==> src/rtl/hsv_pixel_rx_pkg.sv <==
// -----------------------------------------------------------------------------
// rps_pkg : shared definitions for the RPS classifier pixel path.
//   Image geometry, the HSV pixel layout and the receive FSM state type.
//   Imported by the serial front end (hsv_pixel_rx) and by the mask/classifier
//   stage downstream.
// -----------------------------------------------------------------------------
package rps_pkg;

    localparam int LENGTH   = 40;   // image rows
    localparam int WIDTH    = 60;   // image columns
    localparam int HSV_BITS = 24;
    localparam int POS_BITS = 6;    // row/column field width

    // Bit order matches the wire: hue arrives first, value last.
    typedef struct packed {
        logic [7:0] value;
        logic [7:0] saturation;
        logic [7:0] hue;
    } hsv_t;

    typedef enum logic [0:0] {
        RX_IDLE  = 1'b0,
        RX_SHIFT = 1'b1
    } rx_state_t;

    // True when (row, col) is the final pixel of a length x width frame.
    function automatic logic pos_is_last(input logic [POS_BITS-1:0] row,
                                         input logic [POS_BITS-1:0] col,
                                         input int                  length,
                                         input int                  width);
        return (row == POS_BITS'(length - 1)) && (col == POS_BITS'(width - 1));
    endfunction

endpackage

==> src/rtl/hsv_pixel_rx_if.sv <==
// -----------------------------------------------------------------------------
// hsv_pixel_rx_if : valid/ready pixel stream between the serial front end
// (master) and the hand-mask/classifier stage (slave).
//   pixel_valid  master->slave  output register holds a pixel
//   pixel_ready  slave->master  downstream can accept (may be tied high)
//   pixel_hsv    master->slave  [7:0] hue, [15:8] saturation, [23:16] value
//   pixel_row    master->slave  row of the held pixel
//   pixel_col    master->slave  column of the held pixel
//   pixel_last   master->slave  held pixel is the last of the frame
// -----------------------------------------------------------------------------
interface hsv_pixel_rx_if;
    import rps_pkg::*;

    logic                pixel_valid;
    logic                pixel_ready;
    logic [HSV_BITS-1:0] pixel_hsv;
    logic [POS_BITS-1:0] pixel_row;
    logic [POS_BITS-1:0] pixel_col;
    logic                pixel_last;

    modport master (
        output pixel_valid, pixel_hsv, pixel_row, pixel_col, pixel_last,
        input  pixel_ready
    );

    modport slave (
        input  pixel_valid, pixel_hsv, pixel_row, pixel_col, pixel_last,
        output pixel_ready
    );

endinterface

==> src/rtl/hsv_pixel_rx_sync_glitch_filter.sv <==
// -----------------------------------------------------------------------------
// sync_glitch_filter : brings an asynchronous pin into clk_i and removes
// short pulses.
//   clk_i    system clock
//   rst_n    asynchronous active-low reset
//   pin_i    asynchronous input pin
//   level_o  filtered level (registered)
//   rise_o   one-cycle pulse, registered together with a 0->1 level change
// The level flips only after FILTER_LEN consecutive synchronised samples
// disagree with it; any agreeing sample restarts the count.
// -----------------------------------------------------------------------------
module sync_glitch_filter #(
    parameter int SYNC_STAGES = 2,
    parameter int FILTER_LEN  = 4
) (
    input  logic clk_i,
    input  logic rst_n,
    input  logic pin_i,
    output logic level_o,
    output logic rise_o
);

    localparam int CNT_W = $clog2(FILTER_LEN + 1);

    logic [SYNC_STAGES-1:0] sync_q;
    logic [CNT_W-1:0]       cnt_q, cnt_d;
    logic                   level_q, level_d;
    logic                   rise_q, rise_d;

    // Filter decision: count disagreeing samples, flip the level on a full run.
    always_comb begin
        cnt_d   = cnt_q;
        level_d = level_q;
        rise_d  = 1'b0;
        if (sync_q[SYNC_STAGES-1] != level_q) begin
            // >= makes the counter saturate even if it were ever past the limit.
            if (cnt_q >= CNT_W'(FILTER_LEN - 1)) begin
                level_d = ~level_q;
                rise_d  = ~level_q;
                cnt_d   = '0;
            end else begin
                cnt_d = cnt_q + 1'b1;
            end
        end else begin
            cnt_d = '0;
        end
    end

    // Synchroniser chain plus filter state registers.
    always_ff @(posedge clk_i or negedge rst_n) begin
        if (!rst_n) begin
            sync_q  <= '0;
            cnt_q   <= '0;
            level_q <= 1'b0;
            rise_q  <= 1'b0;
        end else begin
            sync_q[0] <= pin_i;
            for (int i = 1; i < SYNC_STAGES; i++) begin
                sync_q[i] <= sync_q[i-1];
            end
            cnt_q   <= cnt_d;
            level_q <= level_d;
            rise_q  <= rise_d;
        end
    end

    assign level_o = level_q;
    assign rise_o  = rise_q;

endmodule

==> src/rtl/hsv_pixel_rx.sv <==
// -----------------------------------------------------------------------------
// hsv_pixel_rx : serial front end of the RPS classifier.
//   fpga_clk     system clock, the only clock
//   rst_n        asynchronous active-low reset
//   pi_clk       Pi bit clock (asynchronous pin, sampled, never used as clock)
//   data_in      Pi serial data (asynchronous pin)
//   err_clr      synchronous clear of the sticky error flags
//   pix          valid/ready pixel stream (master side)
//   overrun      sticky: a completed pixel was dropped
//   timeout_err  sticky: a partial pixel was discarded
// Pixels are assembled LSB-first, 24 bits each, and tagged with row/column.
// Optional feature macro: HSV_PIXEL_RX_TIMEOUT_EN (mid-pixel idle timeout).
// -----------------------------------------------------------------------------
module hsv_pixel_rx
    import rps_pkg::*;
#(
    parameter int SYNC_STAGES    = 2,
    parameter int FILTER_LEN     = 4,
    parameter int LENGTH         = rps_pkg::LENGTH,
    parameter int WIDTH          = rps_pkg::WIDTH,
    parameter int TIMEOUT_CYCLES = 50000
) (
    input  logic           fpga_clk,
    input  logic           rst_n,
    input  logic           pi_clk,
    input  logic           data_in,
    input  logic           err_clr,
    hsv_pixel_rx_if.master pix,
    output logic           overrun,
    output logic           timeout_err
);

    if (SYNC_STAGES < 2) begin : g_bad_sync
        $error("SYNC_STAGES must be at least 2");
    end
    if (TIMEOUT_CYCLES < 1) begin : g_bad_timeout
        $error("TIMEOUT_CYCLES must be at least 1");
    end

    logic                  pi_level_s, pi_rise_s;
    logic [SYNC_STAGES-1:0] dsync_q;
    logic [FILTER_LEN-1:0]  ddly_q;

    rx_state_t             state_q, state_d;
    logic [4:0]            bit_cnt_q, bit_cnt_d;
    logic [22:0]           shift_q, shift_d;
    logic [POS_BITS-1:0]   row_q, row_d, col_q, col_d;
    logic                  valid_q, valid_d;
    hsv_t                  hsv_q, hsv_d;
    logic [POS_BITS-1:0]   orow_q, orow_d, ocol_q, ocol_d;
    logic                  olast_q, olast_d;
    logic                  overrun_q, overrun_d, tout_q, tout_d;

    logic capture_s, done_s, drain_s, load_s, ovr_evt_s, tout_evt_s, bit_s;

    sync_glitch_filter #(
        .SYNC_STAGES (SYNC_STAGES),
        .FILTER_LEN  (FILTER_LEN)
    ) u_pi_clk_filter (
        .clk_i   (fpga_clk),
        .rst_n   (rst_n),
        .pin_i   (pi_clk),
        .level_o (pi_level_s),
        .rise_o  (pi_rise_s)
    );

    // data_in synchroniser followed by a FILTER_LEN delay line so the captured
    // bit lines up with the filtered clock edge.
    always_ff @(posedge fpga_clk or negedge rst_n) begin
        if (!rst_n) begin
            dsync_q <= '0;
            ddly_q  <= '0;
        end else begin
            dsync_q[0] <= data_in;
            for (int i = 1; i < SYNC_STAGES; i++) begin
                dsync_q[i] <= dsync_q[i-1];
            end
            ddly_q[0] <= dsync_q[SYNC_STAGES-1];
            for (int i = 1; i < FILTER_LEN; i++) begin
                ddly_q[i] <= ddly_q[i-1];
            end
        end
    end

    // The rise pulse and level register on the same edge; requiring both keeps
    // capture tied to a genuine high phase.
    assign capture_s = pi_rise_s && pi_level_s;
    assign bit_s     = ddly_q[FILTER_LEN-1];
    assign done_s    = capture_s && (bit_cnt_q == 5'd23);
    assign drain_s   = valid_q && pix.pixel_ready;
    assign load_s    = done_s && (!valid_q || drain_s);
    assign ovr_evt_s = done_s && !load_s;

`ifdef HSV_PIXEL_RX_TIMEOUT_EN
    localparam int TO_W = $clog2(TIMEOUT_CYCLES + 1);
    logic [TO_W-1:0] idle_q, idle_d;

    // Idle counter: runs only mid-pixel, restarts on every captured bit.
    always_comb begin
        idle_d     = '0;
        tout_evt_s = 1'b0;
        if ((state_q == RX_SHIFT) && !capture_s) begin
            if (idle_q == TO_W'(TIMEOUT_CYCLES - 1)) begin
                tout_evt_s = 1'b1;
            end else begin
                idle_d = idle_q + 1'b1;
            end
        end else begin
            idle_d = '0;
        end
    end

    // Idle counter register.
    always_ff @(posedge fpga_clk or negedge rst_n) begin
        if (!rst_n) begin
            idle_q <= '0;
        end else begin
            idle_q <= idle_d;
        end
    end
`else
    assign tout_evt_s = 1'b0;
`endif

    // Receive FSM, position counters and single-entry output register.
    always_comb begin
        state_d   = state_q;
        bit_cnt_d = bit_cnt_q;
        shift_d   = shift_q;
        row_d     = row_q;
        col_d     = col_q;
        hsv_d     = hsv_q;
        orow_d    = orow_q;
        ocol_d    = ocol_q;
        olast_d   = olast_q;
        if (drain_s) begin
            valid_d = 1'b0;
        end else begin
            valid_d = valid_q;
        end
        if (done_s) begin
            bit_cnt_d = 5'd0;
            state_d   = RX_IDLE;
            if (load_s) begin
                valid_d = 1'b1;
                hsv_d   = {bit_s, shift_q};
                orow_d  = row_q;
                ocol_d  = col_q;
                olast_d = pos_is_last(row_q, col_q, LENGTH, WIDTH);
            end else begin
                valid_d = valid_d;
            end
            // Counters advance even for a dropped pixel to stay frame-aligned.
            if (col_q == POS_BITS'(WIDTH - 1)) begin
                col_d = '0;
                if (row_q == POS_BITS'(LENGTH - 1)) begin
                    row_d = '0;
                end else begin
                    row_d = row_q + 1'b1;
                end
            end else begin
                col_d = col_q + 1'b1;
            end
        end else if (capture_s) begin
            shift_d[bit_cnt_q] = bit_s;
            bit_cnt_d          = bit_cnt_q + 5'd1;
            state_d            = RX_SHIFT;
        end else if (tout_evt_s) begin
            bit_cnt_d = 5'd0;
            state_d   = RX_IDLE;
        end else begin
            state_d = state_q;
        end
    end

    // Sticky flags: a new event outranks a simultaneous clear.
    assign overrun_d = (overrun_q && !err_clr) || ovr_evt_s;
    assign tout_d    = (tout_q && !err_clr) || tout_evt_s;

    // Main state registers.
    always_ff @(posedge fpga_clk or negedge rst_n) begin
        if (!rst_n) begin
            state_q   <= RX_IDLE;
            bit_cnt_q <= 5'd0;
            shift_q   <= '0;
            row_q     <= '0;
            col_q     <= '0;
            valid_q   <= 1'b0;
            hsv_q     <= '0;
            orow_q    <= '0;
            ocol_q    <= '0;
            olast_q   <= 1'b0;
            overrun_q <= 1'b0;
            tout_q    <= 1'b0;
        end else begin
            state_q   <= state_d;
            bit_cnt_q <= bit_cnt_d;
            shift_q   <= shift_d;
            row_q     <= row_d;
            col_q     <= col_d;
            valid_q   <= valid_d;
            hsv_q     <= hsv_d;
            orow_q    <= orow_d;
            ocol_q    <= ocol_d;
            olast_q   <= olast_d;
            overrun_q <= overrun_d;
            tout_q    <= tout_d;
        end
    end

    assign pix.pixel_valid = valid_q;
    assign pix.pixel_hsv   = hsv_q;
    assign pix.pixel_row   = orow_q;
    assign pix.pixel_col   = ocol_q;
    assign pix.pixel_last  = olast_q;
    assign overrun         = overrun_q;
    assign timeout_err     = tout_q;

endmodule

==> src/flat_wrapper.sv <==
// flat-port wrapper written by rule: the top's interface ports become plain ports
module hsv_pixel_rx_flat import rps_pkg::*;
#(
    parameter int SYNC_STAGES    = 2,
    parameter int FILTER_LEN     = 4,
    parameter int LENGTH         = rps_pkg::LENGTH,
    parameter int WIDTH          = rps_pkg::WIDTH,
    parameter int TIMEOUT_CYCLES = 50000
)
  (fpga_clk, rst_n, pi_clk, data_in, err_clr, overrun, timeout_err, pix_pixel_valid, pix_pixel_hsv, pix_pixel_row, pix_pixel_col, pix_pixel_last, pix_pixel_ready);
  hsv_pixel_rx_if pix_i ();
  input  logic fpga_clk;
  input  logic rst_n;
  input  logic pi_clk;
  input  logic data_in;
  input  logic err_clr;
  output logic overrun;
  output logic timeout_err;
  output wire logic [$bits(pix_i.pixel_valid)-1:0] pix_pixel_valid;
  output wire logic [$bits(pix_i.pixel_hsv)-1:0] pix_pixel_hsv;
  output wire logic [$bits(pix_i.pixel_row)-1:0] pix_pixel_row;
  output wire logic [$bits(pix_i.pixel_col)-1:0] pix_pixel_col;
  output wire logic [$bits(pix_i.pixel_last)-1:0] pix_pixel_last;
  input wire logic [$bits(pix_i.pixel_ready)-1:0] pix_pixel_ready;
  assign pix_pixel_valid = pix_i.pixel_valid;
  assign pix_pixel_hsv = pix_i.pixel_hsv;
  assign pix_pixel_row = pix_i.pixel_row;
  assign pix_pixel_col = pix_i.pixel_col;
  assign pix_pixel_last = pix_i.pixel_last;
  assign pix_i.pixel_ready = pix_pixel_ready;
  hsv_pixel_rx #(.SYNC_STAGES(SYNC_STAGES), .FILTER_LEN(FILTER_LEN), .LENGTH(LENGTH), .WIDTH(WIDTH), .TIMEOUT_CYCLES(TIMEOUT_CYCLES)) u_core (.fpga_clk(fpga_clk), .rst_n(rst_n), .pi_clk(pi_clk), .data_in(data_in), .err_clr(err_clr), .pix(pix_i), .overrun(overrun), .timeout_err(timeout_err));
endmodule
==> config.mk <==
export PLATFORM = sky130hd
export DESIGN_NAME = hsv_pixel_rx_flat
export DESIGN_NICKNAME = d
export VERILOG_FILES = /design/src/rtl/hsv_pixel_rx_pkg.sv /design/src/rtl/hsv_pixel_rx_if.sv /design/src/rtl/hsv_pixel_rx_sync_glitch_filter.sv /design/src/rtl/hsv_pixel_rx.sv /design/src/flat_wrapper.sv
export SDC_FILE = /design/constraint.sdc
export NUM_CORES = 1
export LEC_CHECK = 0
export ABC_AREA = 1
export CAP_MARGIN = 25
export CORE_MARGIN = 3
export CORE_UTILIZATION = 41
export CTS_CLUSTER_SIZE = 40
export DETAILED_ROUTE_END_ITERATION = 7
export PLACE_DENSITY = 0.74
export SLEW_MARGIN = 20
export SYNTH_ARGS = -nofsm -noshare
export SYNTH_HDL_FRONTEND = slang
export SYNTH_SLANG_ARGS = --single-unit
==> constraint.sdc <==
create_clock -name fpga_clk -period 4.5 [get_ports fpga_clk]
set_clock_uncertainty 0.05 [all_clocks]
set_input_delay 0.45 -clock fpga_clk [delete_from_list [all_inputs] [get_ports fpga_clk]]
set_output_delay 0.45 -clock fpga_clk [all_outputs]
set_load 0.05 [all_outputs]
After elaboration in Yosys (flattened, before gate mapping)

Cells that the tools add are included.
Widths: inputs -> output; s select.

Bits in registers: 93
Input bits: 6
Word-level logic and storage cells: 65

$lt $le $gt $ge: 3
Add/sub/neg operators: 4
Muxes and demuxes: 14
Eq/ne operators: 4
Bitwise gates (word level): 2
Reduce and logical (&&, ||, !) cells: 19

Operators by type and width:

| kind                | number |
|---|---|
| $bwmux 23           | 1 |
| $add 6x1->6 const B | 2 |
| $eq 6x6->1 const B  | 2 |
| $mux 6              | 2 |
| $mux 5              | 2 |
| $logic_and 1x1->1   | 9 |
| $reduce_and 2->1    | 4 |
| $lt 5x6->1 const B  | 1 |
| $mux 1              | 6 |
| $mux 3              | 2 |
| $add 5x1->5 const B | 1 |
| $demux 1 s5         | 1 |
| $eq 5x5->1 const B  | 1 |
| $ge 5x1->1 const B  | 1 |
| $add 3x1->3 const B | 1 |
| $ge 3x2->1 const B  | 1 |
| $logic_not 1->1     | 3 |
| $logic_or 1x1->1    | 2 |
| $not 1->1           | 2 |
| $reduce_bool 2->1   | 1 |
| $ne 1x1->1          | 1 |

Longest topological paths before layout

Depth in word-level cells: 6
Gate-level depth with buffers: 10
Depth with buffers taken out: 8

Hierarchy

A second synthesis with hierarchy kept.

Cell total of the unflattened synthesis: 450
Area, all modules: 3,970.1 µm²

By module, submodules not included:

| module             | instances | cells each | area an instance (µm²) |
|---|---|---|---|
| hsv_pixel_rx       | 1         | 419        | 3,674.8 |
| sync_glitch_filter | 1         | 31         | 295.3 |

Worst setup path before layout

No wires, ideal clock.

Path type: flip-flop to flip-flop
Start point: register u_core.valid_q (netlist: u_core.pix.pixel_valid)
End point: register u_core.hsv_q, in the netlist u_core.pix.pixel_hsv[10]
Data required time: 4.385 ns
Arrival time: 1.531 ns
Buffers on the path: 1
Cell stages (with the launch flop): 8
Clock period less this slack: 1.646 ns
Setup slack: 2.854 ns
Path through: dfrtp_1 -> inv_1 -> nor2_1 -> nor2_8 -> inv_2 -> clkbuf_1 -> nand2_1 -> nand2_1

Word-level cells in the longest chain between the ends: 4
Elaborated cells between the ends (all ways): 5
Classes of those cells: 5 x reduce/logical

RTL lines:

| element                                                     | line                                   | source |
|---|---|---|
| start: declaration                                          | hsv_pixel_rx.sv:48                     | `logic valid_q, valid_d;` |
| start signal: assignment                                    | hsv_pixel_rx.sv:201                    | `valid_q <= valid_d;` |
| $logic_not 1->1 / $logic_and 1x1->1 (equally long branches) | hsv_pixel_rx.sv:91, hsv_pixel_rx.sv:90 |  |
| $logic_or 1x1->1 *                                          | hsv_pixel_rx.sv:91                     | `assign load_s = done_s && (!valid_q \|\| drain_s);` |
| $logic_and 1x1->1 *                                         | hsv_pixel_rx.sv:91                     |  |
| $reduce_and 2->1 (no source line) *                         | --                                     |  |
| end signal: assignment                                      | hsv_pixel_rx.sv:202                    | `hsv_q <= hsv_d;` |
| end: declaration                                            | hsv_pixel_rx.sv:49                     | `hsv_t hsv_q, hsv_d;` |

Every way passes the cells marked *; elsewhere a longest branch is shown, timed or not.
A chain may end at the register's enable or synchronous reset.

Worst setup path after layout

Start point: register u_core.bit_cnt_q[0]
End point: register u_core.ocol_q[2] (netlist: u_core.pix.pixel_col[2])

Word-level cells in the longest chain between the ends: 4

RTL lines:

| element                             | line                | source |
|---|---|---|
| start: declaration                  | hsv_pixel_rx.sv:45  | `logic [4:0] bit_cnt_q, bit_cnt_d;` |
| start signal: assignment            | hsv_pixel_rx.sv:197 | `bit_cnt_q <= bit_cnt_d;` |
| $eq 5x5->1 *                        | hsv_pixel_rx.sv:89  | `assign done_s = capture_s && (bit_cnt_q == 5'd23);` |
| $logic_and 1x1->1 *                 | hsv_pixel_rx.sv:89  |  |
| $logic_and 1x1->1                   | hsv_pixel_rx.sv:91  |  |
| $reduce_and 2->1 (no source line) * | --                  |  |
| end signal: assignment              | hsv_pixel_rx.sv:204 | `ocol_q <= ocol_d;` |
| end: declaration                    | hsv_pixel_rx.sv:50  | `logic [POS_BITS-1:0] orow_q, orow_d, ocol_q, ocol_d;` |

Marks and branches as above.

==> reports/results.md <==
Timing
- setup repair after global routing missed its margin: no
- aggregate negative setup slack: 0 ns
- min cycle time layout: 2.13 ns
- relative slew slack: 0.493
- Final Max Tran Viols: 0
- slew at the pin closest to its max-slew limit: 0.760 ns
- upper clock frequency limit: 0.469 GHz
- period utilization: 0.474
- setup-violating endpoint count in the final report: 0
- count of endpoints failing hold in the final timing report: 0

Synth
- sequential cell area fraction in the yosys report: 0.592
- synthesized instance count: 439
- number of register bits inferred by synthesis: 93
- synthesis warning total: 0
- proportion of netlist area held by the largest area contributor: 0.592
- post-synthesis async set-or-reset flop share: 1.00
- Avg Inst Size Synth: 8.96 sq um
- post-synthesis cell type count: 25
- Post-Synthesis Net Count: 453
- top cells by count, synth: 162 x sky130_fd_sc_hd__nand2_1, 93 x sky130_fd_sc_hd__dfrtp_1, 34 x sky130_fd_sc_hd__nand3_1
- number of enable flip-flop cells after synthesis: 0
- top flip-flop cell by instance count after synthesis: sky130_fd_sc_hd__dfrtp_1
- biggest area consumer among synthesized cells: sky130_fd_sc_hd__dfrtp_1
- top-count cell post-synth: sky130_fd_sc_hd__nand2_1
- netlist area before placement: 0.00393 sq mm
- largest cells by area after synthesis: sky130_fd_sc_hd__dfrtp_1 59%, sky130_fd_sc_hd__nand2_1 15%, sky130_fd_sc_hd__nand3_1 4.3%

Floorplan
- IO Pins: 46
- Die Outline Area: 0.0108 sq mm
- height of the chip: 104 um
- initial core utilization: 0.424
- placeable core area: 0.00928 sq mm
- die boundary width: 104 um
- standard-cell rows: 35

Drt
- wire per inst: 11.8 um
- Vias: 2889
- iteration-0 DRC count of the detailed router: 126
- remaining routing DRC violations: 0
- vias per cell: 4.73
- WL final: 7.21 mm
- number of search-and-repair iterations in the first detailed-routing pass: 6
- antenna-violating nets left: 0

Global route
- overall track demand over capacity in global routing: 0.141
- vias in the first global route: 2763
- total global routing overflow: 0
- largest net degree at the start of global routing: 52
- initial antenna violation count: 0
- global-route wire length before repair: 12.7 mm

Cells and area
- fraction of final layout cells sized beyond drive strength 1: 0.0498
- diode insertion count for antenna repair: 0
- Final Util: 0.499
- area occupied by multi-input gates: 0.00138 sq mm
- area used by sequential logic in the layout: 0.00233 sq mm
- number of fillers in the final layout: 896
- Layout area overhead: 17.8%
- final-stage net count: 493
- non-filler cells, final: 611

Worst setup path
- category of the critical setup timing path: reg -> reg
- crit path launch type: flip-flop
- reg-to-reg slack, setup: 2.37 ns
- worst reg2reg path startpoint: u_core.bit_cnt_q[0]$_DFFE_PN0P_
- maximum fanout encountered on the critical timing path: 49
- capturing element type of the critical path: flip-flop
- start point of the critical path: u_core.bit_cnt_q[0]$_DFFE_PN0P_
- delay contributed by the slowest stage of the critical path: 0.41 ns
- CP max-delay cell: sky130_fd_sc_hd__dfrtp_1
- endpoint required time on the critical path: 4.65 ns
- cell breakdown of the critical path: ha_1 > nand2_2 > nor2_4 > nand2_4 > nor2_8 > inv_2 > nand2_1 > o21ai_0
- Critical Path AT: 2.29 ns

CTS
- Inserted Clock Buffers: 9
- post-CTS setup-driven buffer insertion count: 0
- TritonCTS clock tree: done
- CTS H-Tree Depth: 3
- clock buffer depth: 2
- count of instances resized after the clock tree is built: 0
- CTS Hold Bufs: 0
- Clk Latency, worst-skew pair: 0.35 ns
- clk sinks: 93
- buffer cell driving the clock tree root: sky130_fd_sc_hd__clkbuf_8
- Clk pin slew, worst setup/hold paths: 0.08 ns

Status
- status: finished, final reports clean

Flow run
- Max-Cap Viols: 0

Power and ir drop
- power density of the placed cells: 337 mW/mm^2
- total power consumption of the routed design: 1.56 mW
- leakage power total: 2.29 nW
- VDD IR max: 0.157 mV

Placement
- GP Congestion: 0.762
- Buffers on Ports: 45
- Cell Count Post-Placement: 597
- HPWL reported at the end of detailed placement: 4.87 mm

Min path
- min-delay worst type: in -> async

-- where the power goes --
group	internal [mW]	switching, mW
clock network	0.224	0.263
registers	0.871	0.0270
logic	0.0502	0.124
total	1.14	0.414
-- worst paths after layout --
check | endpoint | cells past startpoint
hold reg to reg | u_core.ddly_q[1]$_DFF_PN0_ | 0
setup reg to reg | u_core.pix.pixel_col[2]$_DFFE_PN0P_ | 8
max in group asynchronous | u_core.shift_q[21]$_DFFE_PN0P_ | 2
min in group fpga_clk | u_core.ddly_q[1]$_DFF_PN0_ | 0
hold / removal | u_core.pix.pixel_hsv[8]$_DFFE_PN0P_ | 1
setup / recovery | u_core.pix.pixel_col[2]$_DFFE_PN0P_ | 8
-- critical path: cells and delay by family, from the launching register on --
kind	cells	cell delay, ns
and+or+nand+nor	5	0.82
DFF	1	0.41
buffers and inverters	1	0.39
adders and majority gates	1	0.20
AOI/OAI and AO/OA	1	0.10
-- registers in the layout (all words and copies together), names as in the netlist, 2 cells and up --
signal and flops:
u_core.pix.pixel_hsv 24, u_core.shift_q 23, u_core.col_q 6, u_core.pix.pixel_col 6, u_core.pix.pixel_row 6, u_core.row_q 6, u_core.bit_cnt_q 5, u_core.ddly_q 4
u_core.u_pi_clk_filter.cnt_q 3, u_core.dsync_q 2, u_core.u_pi_clk_filter.sync_q 2
-- per-layer routing --
| layer | share of wire | vias to the layer above | track usage |
|---|---|---|---|
| met2 | 0.48 | 43 | 0.238 |
| li1 | - | 1472 | - |
| met3 | 0.034 | 13 | 0.0223 |
| met1 | 0.47 | 1361 | 0.179 |
| met4 | 0.020 | 0 | 0.0627 |
| met5 | 0 | - | 0 |
-- layout by cell type (no fill, tap or decap), types with 5 or more instances in the layout --
cell type | netlist | layout
sky130_fd_sc_hd__nand2_1 | 162 | 162
sky130_fd_sc_hd__dfrtp_1 | 93 | 93
sky130_fd_sc_hd__clkdlybuf4s50_1 | 0 | 44
sky130_fd_sc_hd__nand3_1 | 34 | 34
sky130_fd_sc_hd__inv_1 | 33 | 33
sky130_fd_sc_hd__o21ai_0 | 24 | 24
sky130_fd_sc_hd__nor2_1 | 23 | 23
sky130_fd_sc_hd__nand4_1 | 19 | 19
sky130_fd_sc_hd__clkbuf_8 | 0 | 11
sky130_fd_sc_hd__ha_1 | 8 | 8
sky130_fd_sc_hd__xor2_1 | 7 | 7
sky130_fd_sc_hd__o21ai_1 | 5 | 5
-- cell families (layout without fill, tap and decap cells) --
group,count (synthesis),count (layout),share of synthesized area
DFF,93,93,0.592
xor gates and xnor gates,7,7,0.0156
buffers and inverters,53,96,0.0573
AOI/OAI and AO/OA,32,32,0.0417
and+or+nand+nor,246,246,0.268
adders and majority gates,8,8,0.0255
-- cell type report --
type,count,share of cell area
Clock buffer,12,0.0335
Timing Repair Buffer,47,0.0999
Inverter,35,0.0284
Tap cell,129,0.0348
Multi-Input combinational cell,293,0.299
Clock inverter,2,0.00216
Sequential cell,93,0.502
-- through the flow --
step	area [sq um]	worst slack (ns)	hold slack (ns)
global route	4630	2.12	0.115
floorplan	3930	2.85	0.104
CTS	4630	2.33	0.0814
global placement	4470	2.20	0.283
finish	4630	2.37	0.0595
detailed placement	4470	2.11	0.285
(Power assumes the default switching activity.)
